==> src/rtl/aes_round_ctrl.sv <==
// aes_round_ctrl: iterative AES round sequencer.
// Holds the 128-bit cipher state and walks the external round datapath through
// the initial AddRoundKey, NR-1 full rounds and the final round, fetching one
// round key per step over the key_req/key_vld handshake.
// Optional build macro: AES_DECRYPT_EN adds the dec input and inv output and
// reverses the round-key order for decryption.
// Every output is a flop loaded from the next-state decode, so no input reaches
// an output combinationally.
module aes_round_ctrl #(
  parameter int NR = 10,
  parameter int KW = 4
) (
  input  logic          clk,
  input  logic          rst_n,
  input  logic          in_valid,
  output logic          in_ready,
  input  logic [127:0]  in_data,
  output logic          key_req,
  output logic [KW-1:0] key_idx,
  input  logic          key_vld,
  output logic          sel_init,
  output logic          sel_last,
  input  logic [127:0]  rnd_result,
  output logic [127:0]  state,
  output logic          out_valid,
  input  logic          out_ready,
  output logic          busy
`ifdef AES_DECRYPT_EN
  ,
  input  logic          dec,
  output logic          inv
`endif
);

  localparam logic [KW-1:0] NR_K  = KW'(NR);
  localparam logic [KW-1:0] NR_M1 = KW'(NR - 1);
  localparam logic [KW-1:0] ONE_K = KW'(1);
  localparam logic [KW-1:0] ZERO_K = {KW{1'b0}};

  typedef enum logic [2:0] {
    ST_IDLE  = 3'd0,
    ST_INIT  = 3'd1,
    ST_ROUND = 3'd2,
    ST_FINAL = 3'd3,
    ST_DONE  = 3'd4
  } fsm_e;

  fsm_e          fsm_r, fsm_s;
  logic [KW-1:0] rnd_cnt_r, rnd_cnt_s;
  logic [127:0]  state_r, state_s;
  logic          dec_r, dec_s;
  logic          dec_in_s;

  logic          in_ready_r, in_ready_s;
  logic          key_req_r, key_req_s;
  logic [KW-1:0] key_idx_r, key_idx_s;
  logic          sel_init_r, sel_init_s;
  logic          sel_last_r, sel_last_s;
  logic          out_valid_r, out_valid_s;
  logic          busy_r, busy_s;

`ifdef AES_DECRYPT_EN
  logic          inv_r, inv_s;
  assign dec_in_s = dec;
`else
  assign dec_in_s = 1'b0;
`endif

  // Next-state logic: advance only on the handshake that the current state waits for.
  always_comb begin
    fsm_s     = fsm_r;
    rnd_cnt_s = rnd_cnt_r;
    state_s   = state_r;
    dec_s     = dec_r;
    case (fsm_r)
      ST_IDLE: begin
        if (in_valid) begin
          state_s   = in_data;
          rnd_cnt_s = ZERO_K;
          dec_s     = dec_in_s;
          fsm_s     = ST_INIT;
        end else begin
          fsm_s = ST_IDLE;
        end
      end
      ST_INIT: begin
        if (key_vld) begin
          state_s   = rnd_result;
          rnd_cnt_s = ONE_K;
          if (NR > 1) begin
            fsm_s = ST_ROUND;
          end else begin
            fsm_s = ST_FINAL;
          end
        end else begin
          fsm_s = ST_INIT;
        end
      end
      ST_ROUND: begin
        if (key_vld) begin
          state_s   = rnd_result;
          rnd_cnt_s = rnd_cnt_r + ONE_K;
          if (rnd_cnt_r == NR_M1) begin
            fsm_s = ST_FINAL;
          end else begin
            fsm_s = ST_ROUND;
          end
        end else begin
          fsm_s = ST_ROUND;
        end
      end
      ST_FINAL: begin
        if (key_vld) begin
          state_s = rnd_result;
          fsm_s   = ST_DONE;
        end else begin
          fsm_s = ST_FINAL;
        end
      end
      ST_DONE: begin
        if (out_ready) begin
          fsm_s = ST_IDLE;
        end else begin
          fsm_s = ST_DONE;
        end
      end
      default: begin
        fsm_s = ST_IDLE;
      end
    endcase
  end

  // Output decode of the next state so the output flops line up with the FSM flops.
  always_comb begin
    in_ready_s  = 1'b0;
    key_req_s   = 1'b0;
    key_idx_s   = ZERO_K;
    sel_init_s  = 1'b0;
    sel_last_s  = 1'b0;
    out_valid_s = 1'b0;
    busy_s      = 1'b0;
    case (fsm_s)
      ST_IDLE: begin
        in_ready_s = 1'b1;
      end
      ST_INIT: begin
        key_req_s  = 1'b1;
        sel_init_s = 1'b1;
        busy_s     = 1'b1;
        key_idx_s  = dec_s ? NR_K : ZERO_K;
      end
      ST_ROUND: begin
        key_req_s = 1'b1;
        busy_s    = 1'b1;
        key_idx_s = dec_s ? (NR_K - rnd_cnt_s) : rnd_cnt_s;
      end
      ST_FINAL: begin
        key_req_s  = 1'b1;
        sel_last_s = 1'b1;
        busy_s     = 1'b1;
        key_idx_s  = dec_s ? ZERO_K : NR_K;
      end
      ST_DONE: begin
        out_valid_s = 1'b1;
        busy_s      = 1'b1;
      end
      default: begin
        in_ready_s = 1'b0;
      end
    endcase
  end

  // FSM, round counter, cipher state and output flops.
  always_ff @(posedge clk or negedge rst_n) begin
    if (!rst_n) begin
      fsm_r       <= ST_IDLE;
      rnd_cnt_r   <= ZERO_K;
      state_r     <= 128'h0;
      dec_r       <= 1'b0;
      in_ready_r  <= 1'b1;
      key_req_r   <= 1'b0;
      key_idx_r   <= ZERO_K;
      sel_init_r  <= 1'b0;
      sel_last_r  <= 1'b0;
      out_valid_r <= 1'b0;
      busy_r      <= 1'b0;
    end else begin
      fsm_r       <= fsm_s;
      rnd_cnt_r   <= rnd_cnt_s;
      state_r     <= state_s;
      dec_r       <= dec_s;
      in_ready_r  <= in_ready_s;
      key_req_r   <= key_req_s;
      key_idx_r   <= key_idx_s;
      sel_init_r  <= sel_init_s;
      sel_last_r  <= sel_last_s;
      out_valid_r <= out_valid_s;
      busy_r      <= busy_s;
    end
  end

`ifdef AES_DECRYPT_EN
  // Inverse-datapath select follows the direction latched for the block in flight.
  always_comb begin
    inv_s = 1'b0;
    if (fsm_s != ST_IDLE) begin
      inv_s = dec_s;
    end else begin
      inv_s = 1'b0;
    end
  end

  // Inverse-datapath select flop.
  always_ff @(posedge clk or negedge rst_n) begin
    if (!rst_n) begin
      inv_r <= 1'b0;
    end else begin
      inv_r <= inv_s;
    end
  end

  assign inv = inv_r;
`endif

  assign in_ready  = in_ready_r;
  assign key_req   = key_req_r;
  assign key_idx   = key_idx_r;
  assign sel_init  = sel_init_r;
  assign sel_last  = sel_last_r;
  assign state     = state_r;
  assign out_valid = out_valid_r;
  assign busy      = busy_r;

endmodule
==> config.mk <==
export PLATFORM = sky130hd
export DESIGN_NAME = aes_round_ctrl
export DESIGN_NICKNAME = d
export VERILOG_FILES = /design/src/rtl/aes_round_ctrl.sv
export SDC_FILE = /design/constraint.sdc
export NUM_CORES = 1
export LEC_CHECK = 0
export BUFFER_PORTS_ARGS = -buffer_cell sky130_fd_sc_hd__buf_2
export CAP_MARGIN = 5
export CORE_MARGIN = 2
export CORE_UTILIZATION = 30
export CTS_CLUSTER_DIAMETER = 200
export DETAILED_ROUTE_END_ITERATION = 8
export HOLD_SLACK_MARGIN = 0.06
export PLACE_DENSITY = 0.64
export SYNTH_ARGS = -nofsm -noshare
export SYNTH_HDL_FRONTEND = slang
export SYNTH_SLANG_ARGS = --single-unit
export TNS_END_PERCENT = 50
==> constraint.sdc <==
create_clock -name clk -period 2.3 [get_ports clk]
set_input_delay 0.23 -clock clk [delete_from_list [all_inputs] [get_ports clk]]
set_output_delay 0.23 -clock clk [all_outputs]
set_load 0.02 [all_outputs]
Yosys cells after proc, flatten, opt, wreduce, memory -nomap -nowiden
Index checks and enable logic that the tools add are counted.
- output and inout port bits: 138
- input port bits: 261
- memory bits (writable): 0
- latch bits: 0
- register bits: 146
- word-level logic and storage cells: 57
- memories: 0
- bits in read-only memories: 0
- $add $sub $neg: 2
- mux-type cells: 26
- bitwise gates (word level): 0
- div/mod/pow operators: 0
- $mul: 0
- shift-type cells: 0
- equal/unequal tests: 11
- $lt $le $gt $ge: 0
- reduce and logical (&&, ||, !) cells: 7
- operator list (kind ; count):
    128-bit two-way mux ; 2
    128-bit case mux with 2 select lines ; 1
    4-bit two-way mux ; 6
    4-bit case mux with 3 select lines ; 2
    3-bit case mux with 5 select lines ; 1
    3-bit by 2-bit equality test with 1-bit output (second input constant) ; 4
    1-bit two-way mux ; 10
    3-bit two-way mux ; 3
    3-bit by 1-bit equality test with 1-bit output (second input constant) ; 2
    3-bit equality test (second input constant) ; 2
    3-bit logical NOT ; 2
    3-bit OR reduction ; 2
    4-bit by 1-bit adder with 4-bit output (second input constant) ; 1
    4-bit equality test (second input constant) ; 1
    4-bit OR reduction ; 1
    4-bit subtractor (first input constant) ; 1
    3-bit AND reduction ; 1
    2-bit two-way mux ; 1
    2-bit by 1-bit inequality test with 1-bit output (second input constant) ; 1
    2-bit inequality test (second input constant) ; 1
    2-bit nonzero test ; 1

Logic depth before layout (Yosys ltp)
- depth after elaboration: 7
- gate-level depth with buffers: 10
- depth with buffers taken out: 9

Least setup slack after synthesis
OpenSTA, ideal clock, no wires.
- path type: reg2reg
- start point: register rnd_cnt_r[1]
- end point: register busy_r, in the netlist busy
- path buffers: 0
- clock period less this slack: 1807 ps
- stages on the path, launching flop included: 8
- setup time: 135 ps
- slack: 493 ps
- arrival time: 1672 ps
- required time: 2165 ps
- cells stage by stage: dfrtp_1 > inv_1 > ha_1 > and4b_1 > mux2_2 > o21ai_4 > inv_2 > or3_4
- cells in the longest elaborated chain, start to end: 7
- elaborated cells on any way between the ends: 10
- those cells by class: eq/ne (5); mux (4); reduce/logical (1)
- RTL lines (what ; RTL line ; text):
    from (decl) ; 49 ; logic [KW-1:0] rnd_cnt_r, rnd_cnt_s;
    from (signal assigned) ; 189 ; rnd_cnt_r <= rnd_cnt_s;
    4-bit equality test (*) ; 103 ; if (rnd_cnt_r == NR_M1) begin
    1-bit two-way mux (*) ; 103 ;
    3-bit two-way mux (*) ; 100 ; if (key_vld) begin
    3-bit case mux with 5 select lines (*) ; 75 ; case (fsm_r)
    named net fsm_s[0] ; 48 ; fsm_e fsm_r, fsm_s;
    3-bit equality test (tied with other cells) ; 142 ; case (fsm_s)
    4-bit OR reduction (no source line) (*) ; -- ;
    1-bit two-way mux (*) ; 142 ;
    named net busy_s ; 60 ; logic busy_r, busy_s;
    to (signal assigned) ; 198 ; busy_r <= busy_s;
    to (decl) ; 60 ;
The timed path passes the listed nets; every way through them passes the cells marked *.
A chain may end at the register's enable or synchronous reset.

Worst setup path after layout
- start point: register fsm_r[0]
- end point: register key_idx_r[1], in the netlist key_idx[1]
- cells in the longest elaborated chain, start to end: 5
- elaborated cells on any way between the ends: 16
- those cells by class: add/sub (1); eq/ne (7); mux (7); reduce/logical (1)
- RTL lines (what ; RTL line ; text):
    from (decl) ; 48 ;
    from (signal assigned) ; 188 ; fsm_r <= fsm_s;
    3-bit by 2-bit equality test with 1-bit output (tied with other cells) ; 75 ;
    4-bit case mux with 3 select lines (*) ; 75 ;
    named net rnd_cnt_s[1] ; 49 ;
    4-bit subtractor ; 155 ; key_idx_s = dec_s ? (NR_K - rnd_cnt_s) : rnd_cnt_s;
    4-bit two-way mux (*) ; 155 ;
    4-bit case mux with 3 select lines (*) ; 142 ;
    named net key_idx_s[1] ; 56 ; logic [KW-1:0] key_idx_r, key_idx_s;
    to (signal assigned) ; 194 ; key_idx_r <= key_idx_s;
    to (decl) ; 56 ;
Marks and branches as above.

==> results.yml <==
status:
  status: "completed"
power_and_ir_drop:
  p_int_mw: 8.57
  p_leak_nw: 4.88
  seqPwrFrac: 0.295
  power_frac_clock: 0.180
  p_sw_mw: 6.80
  ir_drop_v: 0.000817
  switching_share: 0.442
  combPwrFrac: 0.525
  p_per_area_nw_per_um2: 1570
  finalPower_mw: 15.4
critical_path:
  slowest_delay_ps: 760
  critical-path-slowest-cell: "dfrtp_1"
  rr_worst_depth: 6
  r2r_slack_ps: 210
  timing.rr.end: "key_idx[1]$_DFF_PN0_"
  critPathLaunchType: "flip-flop"
  r2r_start: "fsm_r[0]$_DFF_PN0_"
  critPathMaxFanout: 16
  setup.worst_path.class: "reg -> reg"
  end_kind: "flip-flop"
  cp.required_ps: 2650
  cp.arrival_ps: 2440
  path_cells: "o31ai_1, a221o_1, ha_1, nor2_1, a22oi_1, o21ai_1"
final_layout:
  final_area_um2: 9760
  fillCellCount: 2187
  nNetsFinal: 1305
  utilization: 0.435
  drive_gt1_frac: 0.438
  area_growth_pct: 43.3
  antenna_cells: 0
die:
  pin_count: 399
  rows: 55
  initial_utilization: 0.304
  coreArea_um2: 22400
  die-area_um2: 23900
  die_w_um: 155
  die_h_um: 155
timing:
  hold_violations: 0
  worst_slew_pin_slew_ps: 648
  setup_ws_ps: 211
  setup_viol: 0
  final-max-slew-violation-count: 0
  setup_tns_ps: 0
  rsz0062_at_grt: "no"
  fmax_ghz: 0.479
  finalClockSkew_ps: 9.66
  relSlewSlack: 0.568
  min_period_ps: 2090
  finalCritPeriodShare: 0.908
global_route:
  grt_first_pass_wirelength_mm: 29.6
  grt_pass1_vias: 5790
  grtUsageTotal: 0.157
  gr-total-overflow: 0
  grt_max_degree: 133
  antenna_found_initial: 0
synth:
  netlist_area_um2: 6810
  synth_cells: 651
  synth_top_family_by_area: "multiplexers"
  yosys_register_bits: 146
  yosysWarnings: 0
  synth-adder-area-share: 0.00735
  synth.mux.area_fraction: 0.193
  ys_seq_area_frac: 0.537
  synth.area.top_cells: "dfrtp_1 (53%), mux2i_1 (19%), a21oi_1 (9.7%)"
  synth_simple_gate_area_frac: 0.0946
  syn_avg_cell_area_um2: 10.5
  yosysUniqueCellTypes: 44
  synth.net_count: 916
  synth-compound-area-share: 0.125
  yosysTopAreaCellShare: 0.533
  synth_xor_area_frac: 0.00129
  yosysTopAreaCell: "dfrtp_1"
route:
  wl_per_cell_um: 14.2
  vias: 6006
  totalWireLength_mm: 19.0
  antenna_left: 0
  remaining_drc_errors: 0
  viasPerCell: 4.49
  drtIter0Drc: 223
  dr.pass1.iters: 4
place:
  port_buffers: 398
  post_dp_cell_area_um2: 9160
  detailed_place_hpwl_mm: 14.5
  place_ws_ps: 249
  place_congestion: 0.822
job:
  cap_violations: 0
clocking:
  clk_pin_slew_ps: 70
  h-tree-depth: 4
  insertion_delay_ps: 410
  cts.sinks: 146
  cts_tree: "yes"
  cts_buffer_depth: 2
  cts_buffers: 17
  cts_root_buf: "clkbuf_16"
  cts_post_setup_buffers_inserted: 0
hold_path:
  worstHoldEndpoint: "state[76]$_DFFE_PN0P_"
  hold_path_depth: 3
  hold_class: "in -> reg"
  hold_start: "rnd_result[76]"
## sequential cells by signal, summed over array words and instances (netlist names)
name,count
sel_last,1
rnd_cnt_r,4
sel_init,1
fsm_r,3
state,128
busy,1
key_idx,4
out_valid,1
dec_r,1
key_req,1
in_ready,1
## timing repair
action / CTS / global route
hold endpoints to repair: 47 / 0
hold buffers: 1 / 0
gates resized for setup: 0 / 0
## logic make-up after synthesis
logic type | after synthesis
compound gates | 157
simple gates | 156
flops | 146
mux | 131
buf+inv | 56
fa+ha+maj | 4
xor+xnor | 1
## layout by cell type, fill, tap and decap left out, types with 5 or more instances in the layout
cell type  netlist  routed
buf_12           0       7
clkbuf_16        0      17
buf_4            5      11
buf_2           40     397
a21oi_1        132     131
mux2i_1        129     129
inv_1            6       6
nor2_1         138     138
dfrtp_1        145     145
inv_6            0       5
## cell usage after synthesis, drive strengths merged
library cell,count
dfrtp,145
nor2,138
a21oi,133
mux2i,129
buf,46
inv,9
o21ai,9
ha,4
nand2,3
nand3b,3
a22o,2
a22oi,2
a31oi,2
mux2,2
nand3,2
a2111o,1
a211oi,1
a21bo,1
a21o,1
a221o,1
a31o,1
and3,1
and4,1
and4b,1
clkbuf,1
dfstp,1
nand2b,1
nand4,1
nor2b,1
nor3b,1
nor4,1
nor4b,1
o211ai,1
o21bai,1
o31ai,1
or3,1
xor2,1
## cell type report
cell class              count  area, um2  share of cell area
clock buffers              19        453              0.0464
flip-flops and latches    146       3650               0.374
clock inverters            13        140              0.0144
repair buffers            417       2230               0.229
inverters                   9       33.8             0.00346
multi-input cells         449       2890               0.296
well taps                 285        357              0.0365
## critical path: cells and delay by family (launching register included)
kind	cells	cell delay (ps)
AOI/OAI and AO/OA	4	830
DFF	1	760
adders and majority gates	1	320
and+or+nand+nor	1	100
## routing by layer
layer	share of wire	up-vias	global-route usage
met3	0.067	16	0.0431
met4	0.012	0	0.0410
met1	0.44	2698	0.200
li1	-	3051	-
met2	0.48	241	0.263
met5	0	-	0
## power groups by stage
stage	clock network, mW	logic [mW]	registers (mW)
global placement	0	8.06	4.53
finish	2.77	8.07	4.53
detailed placement	0	8.20	4.55
floorplan	0	4.20	5.95
global route	2.99	8.82	4.71
CTS	2.85	8.19	4.54
## through the flow
stage | hold WS, ps | instances
after detailed placement | 209 | 1305
after global placement | 211 | 1305
after CTS | 87.1 | 1338
after global routing | 104 | 1338
final | 107 | 1338
after floorplan | -65.6 | 651
## worst max path at each step
stage                      startpoint                     to  slack, ps  cells after the start
2_1_floorplan  rnd_cnt_r[1]$_DFF_PN0_         busy$_DFF_PN0_        490                      7
3_3_place_gp       fsm_r[0]$_DFF_PN0_   key_idx[1]$_DFF_PN0_        290                      7
3_5_place_dp       fsm_r[0]$_DFF_PN0_   key_idx[1]$_DFF_PN0_        250                      7
4_1_cts            fsm_r[0]$_DFF_PN0_   key_idx[1]$_DFF_PN0_        220                      7
5_1_grt            fsm_r[0]$_DFF_PN0_  state[11]$_DFFE_PN0P_         50                      6
6_report           fsm_r[0]$_DFF_PN0_   key_idx[1]$_DFF_PN0_        210                      6
No activity file was read; power rests on OpenSTA's default activity.
